<file path="src/rtl/seg_scan_pkg.sv">
// Shared constants and types for the 7-segment scan driver.
//   NUM_DIGITS      : number of multiplexed display positions
//   SEG_*           : active-high 7-bit glyphs {G,F,E,D,C,B,A}
//   AN_OFF/SEG_OFF  : active-low "everything dark" levels
//   frame_t         : one buffered frame of digits plus decimal points
package seg_scan_pkg;

    localparam int unsigned NUM_DIGITS = 4;

    localparam logic [6:0] SEG_0    = 7'h3F;
    localparam logic [6:0] SEG_1    = 7'h06;
    localparam logic [6:0] SEG_2    = 7'h5B;
    localparam logic [6:0] SEG_3    = 7'h4F;
    localparam logic [6:0] SEG_4    = 7'h66;
    localparam logic [6:0] SEG_5    = 7'h6D;
    localparam logic [6:0] SEG_6    = 7'h7D;
    localparam logic [6:0] SEG_7    = 7'h07;
    localparam logic [6:0] SEG_8    = 7'h7F;
    localparam logic [6:0] SEG_9    = 7'h6F;
    localparam logic [6:0] SEG_DASH = 7'h40;

    localparam logic [3:0] AN_OFF  = 4'hF;
    localparam logic [7:0] SEG_OFF = 8'hFF;

    // digit[3] is hours-upper, digit[0] is minutes-lower.
    typedef struct packed {
        logic [NUM_DIGITS-1:0][3:0] digit;
        logic [NUM_DIGITS-1:0]      dp;
    } frame_t;

endpackage

</file>
<file path="src/rtl/seg_decode.sv">
// BCD digit to active-high segment pattern.
//   value   : 4-bit digit; 10..15 render as a dash
//   dp      : decimal point enable
//   pattern : {DP,G,F,E,D,C,B,A}, active high
module seg_decode
    import seg_scan_pkg::*;
(
    input  logic [3:0] value,
    input  logic       dp,
    output logic [7:0] pattern
);

    logic [6:0] glyph;

    always_comb begin
        glyph = SEG_DASH;
        case (value)
            4'd0:    glyph = SEG_0;
            4'd1:    glyph = SEG_1;
            4'd2:    glyph = SEG_2;
            4'd3:    glyph = SEG_3;
            4'd4:    glyph = SEG_4;
            4'd5:    glyph = SEG_5;
            4'd6:    glyph = SEG_6;
            4'd7:    glyph = SEG_7;
            4'd8:    glyph = SEG_8;
            4'd9:    glyph = SEG_9;
            default: glyph = SEG_DASH;
        endcase
        pattern = {dp, glyph};
    end

endmodule

</file>
<file path="src/rtl/seg_scan_driver.sv">
// Four-digit common-anode 7-segment scan driver with PWM brightness,
// guard blanking between digits and frame-synchronous double buffering.
//   CLK100MHZ  : system clock
//   RST_N      : asynchronous active-low reset
//   BRIGHT     : PWM duty, used live every cycle
//   LOAD       : strobe capturing HR_U/HR_L/MIN_U/MIN_L/DP_MASK into staging
//   AN         : active-low anode enables, bit i = position i (registered)
//   SEG        : active-low {DP,G,F,E,D,C,B,A} (registered)
//   FRAME_DONE : one-cycle pulse following the frame boundary (registered)
module seg_scan_driver
    import seg_scan_pkg::*;
#(
    parameter int unsigned CLK_HZ        = 100_000_000,
    parameter int unsigned FRAME_HZ      = 1000,
    parameter int unsigned GUARD         = 16,
    parameter int unsigned PWM_BITS      = 8,
    parameter int unsigned BLANK_LEADING = 1
) (
    input  logic                CLK100MHZ,
    input  logic                RST_N,
    input  logic [PWM_BITS-1:0] BRIGHT,
    input  logic                LOAD,
    input  logic [3:0]          HR_U,
    input  logic [3:0]          HR_L,
    input  logic [3:0]          MIN_U,
    input  logic [3:0]          MIN_L,
    input  logic [3:0]          DP_MASK,
    output logic [3:0]          AN,
    output logic [7:0]          SEG,
    output logic                FRAME_DONE
);

    localparam int unsigned DWELL = CLK_HZ / (NUM_DIGITS * FRAME_HZ);
    localparam int unsigned CNT_W = (DWELL > 1) ? $clog2(DWELL) : 1;
    localparam logic [CNT_W-1:0] DWELL_LAST = CNT_W'(DWELL - 1);
    localparam logic [CNT_W-1:0] GUARD_END  = CNT_W'(GUARD);

    logic [CNT_W-1:0]    dwell_cnt_q, dwell_cnt_d;
    logic [1:0]          idx_q, idx_d;
    logic [PWM_BITS-1:0] pwm_cnt_q, pwm_cnt_d;
    frame_t              staging_q, staging_d;
    frame_t              display_q, display_d;
    logic                pending_q, pending_d;
    logic [3:0]          an_q, an_d;
    logic [7:0]          seg_q, seg_d;
    logic                frame_done_q;

    logic       dwell_end;
    logic       boundary;
    logic       blank;
    logic       lit;
    logic [7:0] pattern;

    seg_decode u_decode (
        .value   (display_q.digit[idx_q]),
        .dp      (display_q.dp[idx_q]),
        .pattern (pattern)
    );

    always_comb begin
        dwell_end   = (dwell_cnt_q == DWELL_LAST);
        boundary    = dwell_end && (idx_q == 2'd0);
        dwell_cnt_d = dwell_end ? '0 : dwell_cnt_q + 1'b1;
        // Scan runs 3,2,1,0; the 2-bit wrap takes 0 back to 3.
        idx_d       = dwell_end ? idx_q - 2'd1 : idx_q;
        pwm_cnt_d   = pwm_cnt_q + 1'b1;

        // A LOAD on the boundary commits the old staging and leaves the new one pending.
        staging_d   = staging_q;
        if (LOAD) begin
            staging_d.digit = {HR_U, HR_L, MIN_U, MIN_L};
            staging_d.dp    = DP_MASK;
        end
        display_d = (boundary && pending_q) ? staging_q : display_q;
        pending_d = LOAD || (pending_q && !boundary);
    end

    always_comb begin
        blank = (BLANK_LEADING != 0) && (idx_q == 2'd3) && (display_q.digit[3] == 4'd0);
        lit   = (dwell_cnt_q >= GUARD_END) && (pwm_cnt_q < BRIGHT) && !blank;
        an_d  = lit ? ~(4'b0001 << idx_q) : AN_OFF;
        seg_d = lit ? ~pattern : SEG_OFF;
    end

    always_ff @(posedge CLK100MHZ or negedge RST_N) begin
        if (!RST_N) begin
            dwell_cnt_q  <= '0;
            idx_q        <= 2'd3;
            pwm_cnt_q    <= '0;
            staging_q    <= '0;
            display_q    <= '0;
            pending_q    <= 1'b0;
            an_q         <= AN_OFF;
            seg_q        <= SEG_OFF;
            frame_done_q <= 1'b0;
        end else begin
            dwell_cnt_q  <= dwell_cnt_d;
            idx_q        <= idx_d;
            pwm_cnt_q    <= pwm_cnt_d;
            staging_q    <= staging_d;
            display_q    <= display_d;
            pending_q    <= pending_d;
            an_q         <= an_d;
            seg_q        <= seg_d;
            frame_done_q <= boundary;
        end
    end

    assign AN         = an_q;
    assign SEG        = seg_q;
    assign FRAME_DONE = frame_done_q;

endmodule
</file>
<file path="config.mk">
export PLATFORM = sky130hd
export DESIGN_NAME = seg_scan_driver
export DESIGN_NICKNAME = d
export VERILOG_FILES = /design/src/rtl/seg_scan_pkg.sv /design/src/rtl/seg_decode.sv /design/src/rtl/seg_scan_driver.sv
export SDC_FILE = /design/constraint.sdc
export NUM_CORES = 1
export LEC_CHECK = 0
export CORE_ASPECT_RATIO = 2
export CORE_UTILIZATION = 59
export CTS_BUF_LIST = sky130_fd_sc_hd__clkbuf_8
export CTS_CLUSTER_SIZE = 14
export DETAILED_ROUTE_END_ITERATION = 10
export DONT_BUFFER_PORTS = 1
export HOLD_SLACK_MARGIN = 0.06
export PLACE_DENSITY = 0.83
export SYNTH_ARGS = -nofsm -noshare
export SYNTH_HDL_FRONTEND = slang
export SYNTH_HIERARCHICAL = 1
export SYNTH_SLANG_ARGS = --single-unit
</file>
<file path="constraint.sdc">
create_clock -name CLK100MHZ -period 2.05 [get_ports CLK100MHZ]
set_input_delay 0.1025 -clock CLK100MHZ [delete_from_list [all_inputs] [get_ports CLK100MHZ]]
set_output_delay 0.1025 -clock CLK100MHZ [all_outputs]
set_load 0.02 [all_outputs]
</file>
-- Word-level counts from Yosys, hierarchy flattened
Memories as Yosys holds them, arrays and structs flattened.
Cells that the tools add are included.
- flip-flop bits (word level): 79
- memory bits (read-only): 112
- input bits: 31
- output and inout bits: 13
- word-level logic and storage cells: 47
- memories: 1
- memory list (memory ; depth ; bits a word ; rd ports ; clocked after memory_dff ; write ports ; RTL line ; text):
    (name not given) ; 16 ; 7 ; 1 ; 0 ; 0 ; seg_decode.sv:17 ; case (value)
- $add $sub $neg: 3
- magnitude comparators: 3
- equality and inequality tests: 2
- shift-type cells: 1
- muxes and demuxes: 7
- bitwise operators: 2
- reduce and logical (&&, ||, !) cells: 11
- operators by type and width (kind ; number):
    adder 15 x 1 -> 15 bit, second input constant ; 1
    equality test 15 bit, second input constant ; 1
    >= comparator 15 x 5 -> 1 bit, second input constant ; 1
    two-way mux 15 bit ; 1
    adder 8 x 1 -> 8 bit, second input constant ; 1
    binary-select mux 4 bit (select 2 bit) ; 1
    < comparator 8 bit ; 1
    two-way mux 4 bit ; 2
    two-way mux 8 bit ; 1
    NOT 8 bit ; 1
    logical AND 1 bit ; 6
    zero test 4 bit ; 1
    NOT 4 bit ; 1
    << shifter 1 x 2 -> 4 bit, first input constant ; 1
    < comparator 2 x 3 -> 1 bit, second input constant ; 1
    binary-select mux 1 bit (select 2 bit) ; 1
    equality test 2 bit, second input constant ; 1
    zero test 1 bit ; 2
    zero test 2 bit ; 1
    subtractor 2 x 1 -> 2 bit, second input constant ; 1
    logical OR 1 bit ; 1
    two-way mux 1 bit ; 1

-- Depth between registers and ports, before layout
- word-level depth: 5
- depth in mapped cells: 7
- gate-level depth less buffers: 6

-- Modules after synthesis
Netlist, hierarchy kept.
- modules (own cells, without submodules) (module ; instances ; cells each ; area an instance (µm²) ; sequential area each (µm²)):
    seg_scan_driver ; 1 ; 254 ; 3418.3 ; 1994.4
    seg_decode ; 1 ; 30 ; 232.7 ; 0.0

-- Worst setup path before layout
OpenSTA, ideal clock, no wires.
- path kind: register -> register
- from: reg idx_q[0]
- to: reg seg_q[3], in the netlist SEG[3]
- setup time: 0.094 ns
- data arrival time: 2.067 ns
- required time: 1.956 ns
- slack: -0.111 ns
- stages on the path, launching flop included: 7
- buffers on the path: 1
- clock period less this slack: 2.161 ns
- path through: dfstp_2 > clkbuf_1 > mux4_2 > ha_1 > mux2_4 > o22ai_1 > nand3_1
- cells in the longest elaborated chain, start to end: 5
- elaborated cells between the ends (all ways): 9
- those cells by class: eq/ne: 1; mux: 3; bitwise: 1; reduce/logical: 3; memory: 1
- RTL lines (what ; RTL line ; text):
    start, declared ; seg_scan_driver.sv:39 ; logic [1:0] idx_q, idx_d;
    start signal, assigned ; seg_scan_driver.sv:98 ; idx_q <= idx_d;
    binary-select mux 4 bit (select 2 bit) ; seg_scan_driver.sv:55 ; .value (display_q.digit[idx_q]),
    two-way mux 4 bit (not written as such) ; seg_scan_driver.sv:55 ;
    memory (16 x 7 bit) ; - ;
    named net pattern[3] ; seg_scan_driver.sv:52 ; logic [7:0] pattern;
    NOT 8 bit ; seg_scan_driver.sv:82 ; seg_d = lit ? ~pattern : SEG_OFF;
    two-way mux 8 bit ; seg_scan_driver.sv:82 ;
    named net seg_d[3] ; seg_scan_driver.sv:45 ; logic [7:0] seg_q, seg_d;
    end signal, assigned ; seg_scan_driver.sv:104 ; seg_q <= seg_d;
    end, declared ; seg_scan_driver.sv:45 ;
The timed path passes the listed nets, and every way through them passes these cells. The select of a mux whose other input is x is not followed.
A chain may end at the register's enable or synchronous reset.

-- Final worst setup path
- from: reg dwell_cnt_q[4]
- to: reg display_q[17] (netlist bit)
- cells in the longest elaborated chain, start to end: 3
- RTL lines (what ; RTL line ; text):
    start, declared ; seg_scan_driver.sv:38 ; logic [CNT_W-1:0] dwell_cnt_q, dwell_cnt_d;
    start signal, assigned ; seg_scan_driver.sv:97 ; dwell_cnt_q <= dwell_cnt_d;
    equality test 15 bit ; seg_scan_driver.sv:61 ; dwell_end = (dwell_cnt_q == DWELL_LAST);
    logical AND 1 bit ; seg_scan_driver.sv:62 ; boundary = dwell_end && (idx_q == 2'd0);
    logical AND 1 bit ; seg_scan_driver.sv:74 ; display_d = (boundary && pending_q) ? staging_q : display_q;
    end signal, assigned ; seg_scan_driver.sv:101 ; display_q <= display_d;
    end, declared ; seg_scan_driver.sv:42 ; frame_t display_q, display_d;
Every way passes these cells.

==> impl_metrics.ini <==
[outcome]
status = finished, violations left
violations = design-rule violations, negative setup slack

[setup_path]
slowest_stage = or4_4
arrival_ns = 2.31
crit_required_ns = 2.30
r2r_setup_slack_ns = -0.01
crit_type = register to register
crit_chain = or4_4, nor4_4, and3_4, bufbuf_16, mux2_1
worstSetupEndpointType = register
slowest_delay_ns = 0.56
r2r_start = dwell_cnt_q[4]
rr_worst_depth = 5
r2r-end = display_q[17]
crit_path_start_kind = register
critical_path.max_fanout = 10

[power]
power_frac_clock = 0.411
comb_power_share = 0.049
power.leakage_nw = 2.06
switching_share = 0.223
p_switching_uw = 677
seq_power_share = 0.540
p_int_mw = 2.37
ir_drop_uv = 561
p_per_area_nw_per_um2 = 699

[yosys]
syn_area_um2 = 3650
syn_nets = 335
yosysWarnings = 6
synthDominantCellAreaShare = 0.446
syn_inst = 284
synth_edf_count = 0
synth_top_cells_by_area = dfrtp_1 (45%), dfstp_2 (10%), ha_1 (6.9%), mux2_1 (6.2%), mux2_2 (6.2%)
ys_types = 43
syn_avg_cell_area_um2 = 12.9
synth_top_cell_by_area = dfrtp_1
synth_seq_cells = 79
async_flop_share = 1.00
ys_seq_area_frac = 0.546
synthFlopType = dfrtp_1

[global_route]
grt_usage = 0.249
grt_pass1_vias = 2524
grt_pass1_wl_um = 11800
grt_max_degree = 80
grt_overflow = 0
antenna_found_initial = 0

[clock_tree]
clk_pin_slew_ns = 0.08
cts_tree = done
clock-root-buffer = clkbuf_8
cts_max_level = 3
cts_buffer_depth = 2
clock_sinks = 79
clock_latency_ns = 0.37
cts_buffers = 9

[timing]
worst_pin_slew_ns = 1.08
fin_hold_ws_ns = 0.260
fmax_mhz = 484
timing.final.crit_share = 1.01
rsz0062_at_grt = true
setup_viol = 2
fin_crit_ns = 2.06
max_slew_margin = 0.278
maxSlewViolCount = 0
worst_slack_ns = -0.0147
hold_violations = 0
fin_skew_ns = 0.0122

[finish]
final_cell_count_no_fill = 394
stdcell_area_um2 = 4350
final_cell_mix = dfrtp_1 (65), dlygate4sd3_1 (22), inv_1 (20), mux2_2 (20), ha_1 (20)
drive_above_1_share = 0.254
ff_latch_area_um2 = 1990
fillers = 393
multi_input_area_um2 = 1560
syn2layout_area_growth_pct = 19.3
antennaDiodeCount = 0
final_common_cell = dfrtp_1
nNetsFinal = 378

[detailed_routing]
vias = 2406
vias_per_cell = 6.11
post-route-drc-count = 3
wl_per_cell_um = 19.6
drtAntennaViolNets = 0
drtIter0Drc = 181
firstDrtPassIters = 7
wl_um = 7700

[floorplanning]
die_x_um = 57.6
die_h_um = 113
io_pins = 44
initial_core_util = 0.608
die_area_um2 = 6530
core_area_um2 = 6010
rows = 40

[place]
hpwl_um = 4780
place_area_um2 = 3770
gp_congestion = 0.855
pre_cts_ws_ns = -0.0490
io_buffer_count = 0
dp_cells = 348

[hold_path]
min_to = SEG[5]
hold_depth = 4
hp-start = BRIGHT[0]
hp-class = input pin to register

[run]
cap_violations = 0
-- power groups by stage --
stage	registers, mW	clock network, mW	logic (mW)
2_1_floorplan	1.66	0	0.0660
3_3_place_gp	1.67	0	0.0679
3_5_place_dp	1.67	0	0.0730
4_1_cts	1.64	1.26	0.152
5_1_grt	1.65	1.33	0.165
6_report	1.64	1.25	0.150
-- worst max path at each step --
| stage | from | endpoint | slack (ns) | depth (start not counted) |
|---|---|---|---|---|
| global placement | dwell_cnt_q[4] | display_q[4] | 0.01 | 5 |
| global route | dwell_cnt_q[4] | display_q[17] | -0.05 | 5 |
| finish | dwell_cnt_q[4] | display_q[17] | -0.01 | 5 |
| CTS | idx_q[0] | SEG[1] | 0.01 | 5 |
| detailed placement | dwell_cnt_q[4] | display_q[2] | -0.05 | 5 |
| floorplan | idx_q[0] | SEG[3] | 0.03 | 6 |
-- sequential cells by signal, summed over array words and instances (netlist names) --
| register | count |
|---|---|
| display_q | 20 |
| staging_q | 20 |
| dwell_cnt_q | 15 |
| SEG | 8 |
| pwm_cnt_q | 8 |
| AN | 4 |
| idx_q | 2 |
| FRAME_DONE | 1 |
| pending_q | 1 |
-- cell usage after synthesis (all sizes together), types with 2 or more instances --
cell type  instances
a21o               5
a21oi              4
and3               2
buf                6
clkbuf             6
dfrtp             65
dfstp             14
ha                20
inv               20
mux2              41
mux4               5
nand2              5
nand3             19
nand4              7
nor2               9
nor2b              2
nor3               3
nor4               6
o21ai              6
o22ai              3
or2                2
or3                3
or4                3
xnor2              9
xor2               8
-- cell type report --
class,count,share of cell area
Clock buffer,9,0.0284
Clock inverter,6,0.0198
Inverter,20,0.0172
Multi-Input combinational cell,174,0.358
Sequential cell,79,0.458
Tap cell,63,0.0181
Timing Repair Buffer,43,0.100
-- per-layer routing --
layer	vias up	routed length [um]	GRT usage
li1	1089	-	-
met1	1220	2690	0.257
met2	76	4450	0.443
met3	21	330	0.0640
met4	0	229	0.138
met5	-	0	0
-- through the flow --
stage               TNS [ns]   util  total power, mW
CTS                        0  0.715             3.06
finish               -0.0238  0.725             3.04
global route          -0.500  0.725             3.14
detailed placement    -0.583  0.627             1.75
global placement           0  0.627             1.74
floorplan                  0      -             1.73
-- logic make-up after synthesis --
logic type	count (synthesis)	synth area share
adders and majority gates	20	0.0685
muxes	47	0.161
DFF	79	0.546
xor gates and xnor gates	17	0.0408
buffers and inverters	32	0.0404
AOI/OAI and AO/OA	23	0.0398
and+or+nand+nor	66	0.103
-- repair_timing --
| action | CTS | global route |
|---|---|---|
| resized for setup | 2 | 4 |
| pin swaps | 2 | 1 |
| setup endpoints to repair | 21 | 25 |
| hold buffers | 23 | 0 |
| setup buffers | 3 | 3 |
| cloned | 1 | 1 |
| endpoints found under the hold margin | 100 | 0 |
-- worst max-delay path, delay by kind of cell (launching register included) --
family,cells,cell delay (ns)
buffers and inverters,1,0.27
and+or+nand+nor,3,0.95
DFF,1,0.38
muxes,1,0.33
No activity file was read; power rests on OpenSTA's default activity.
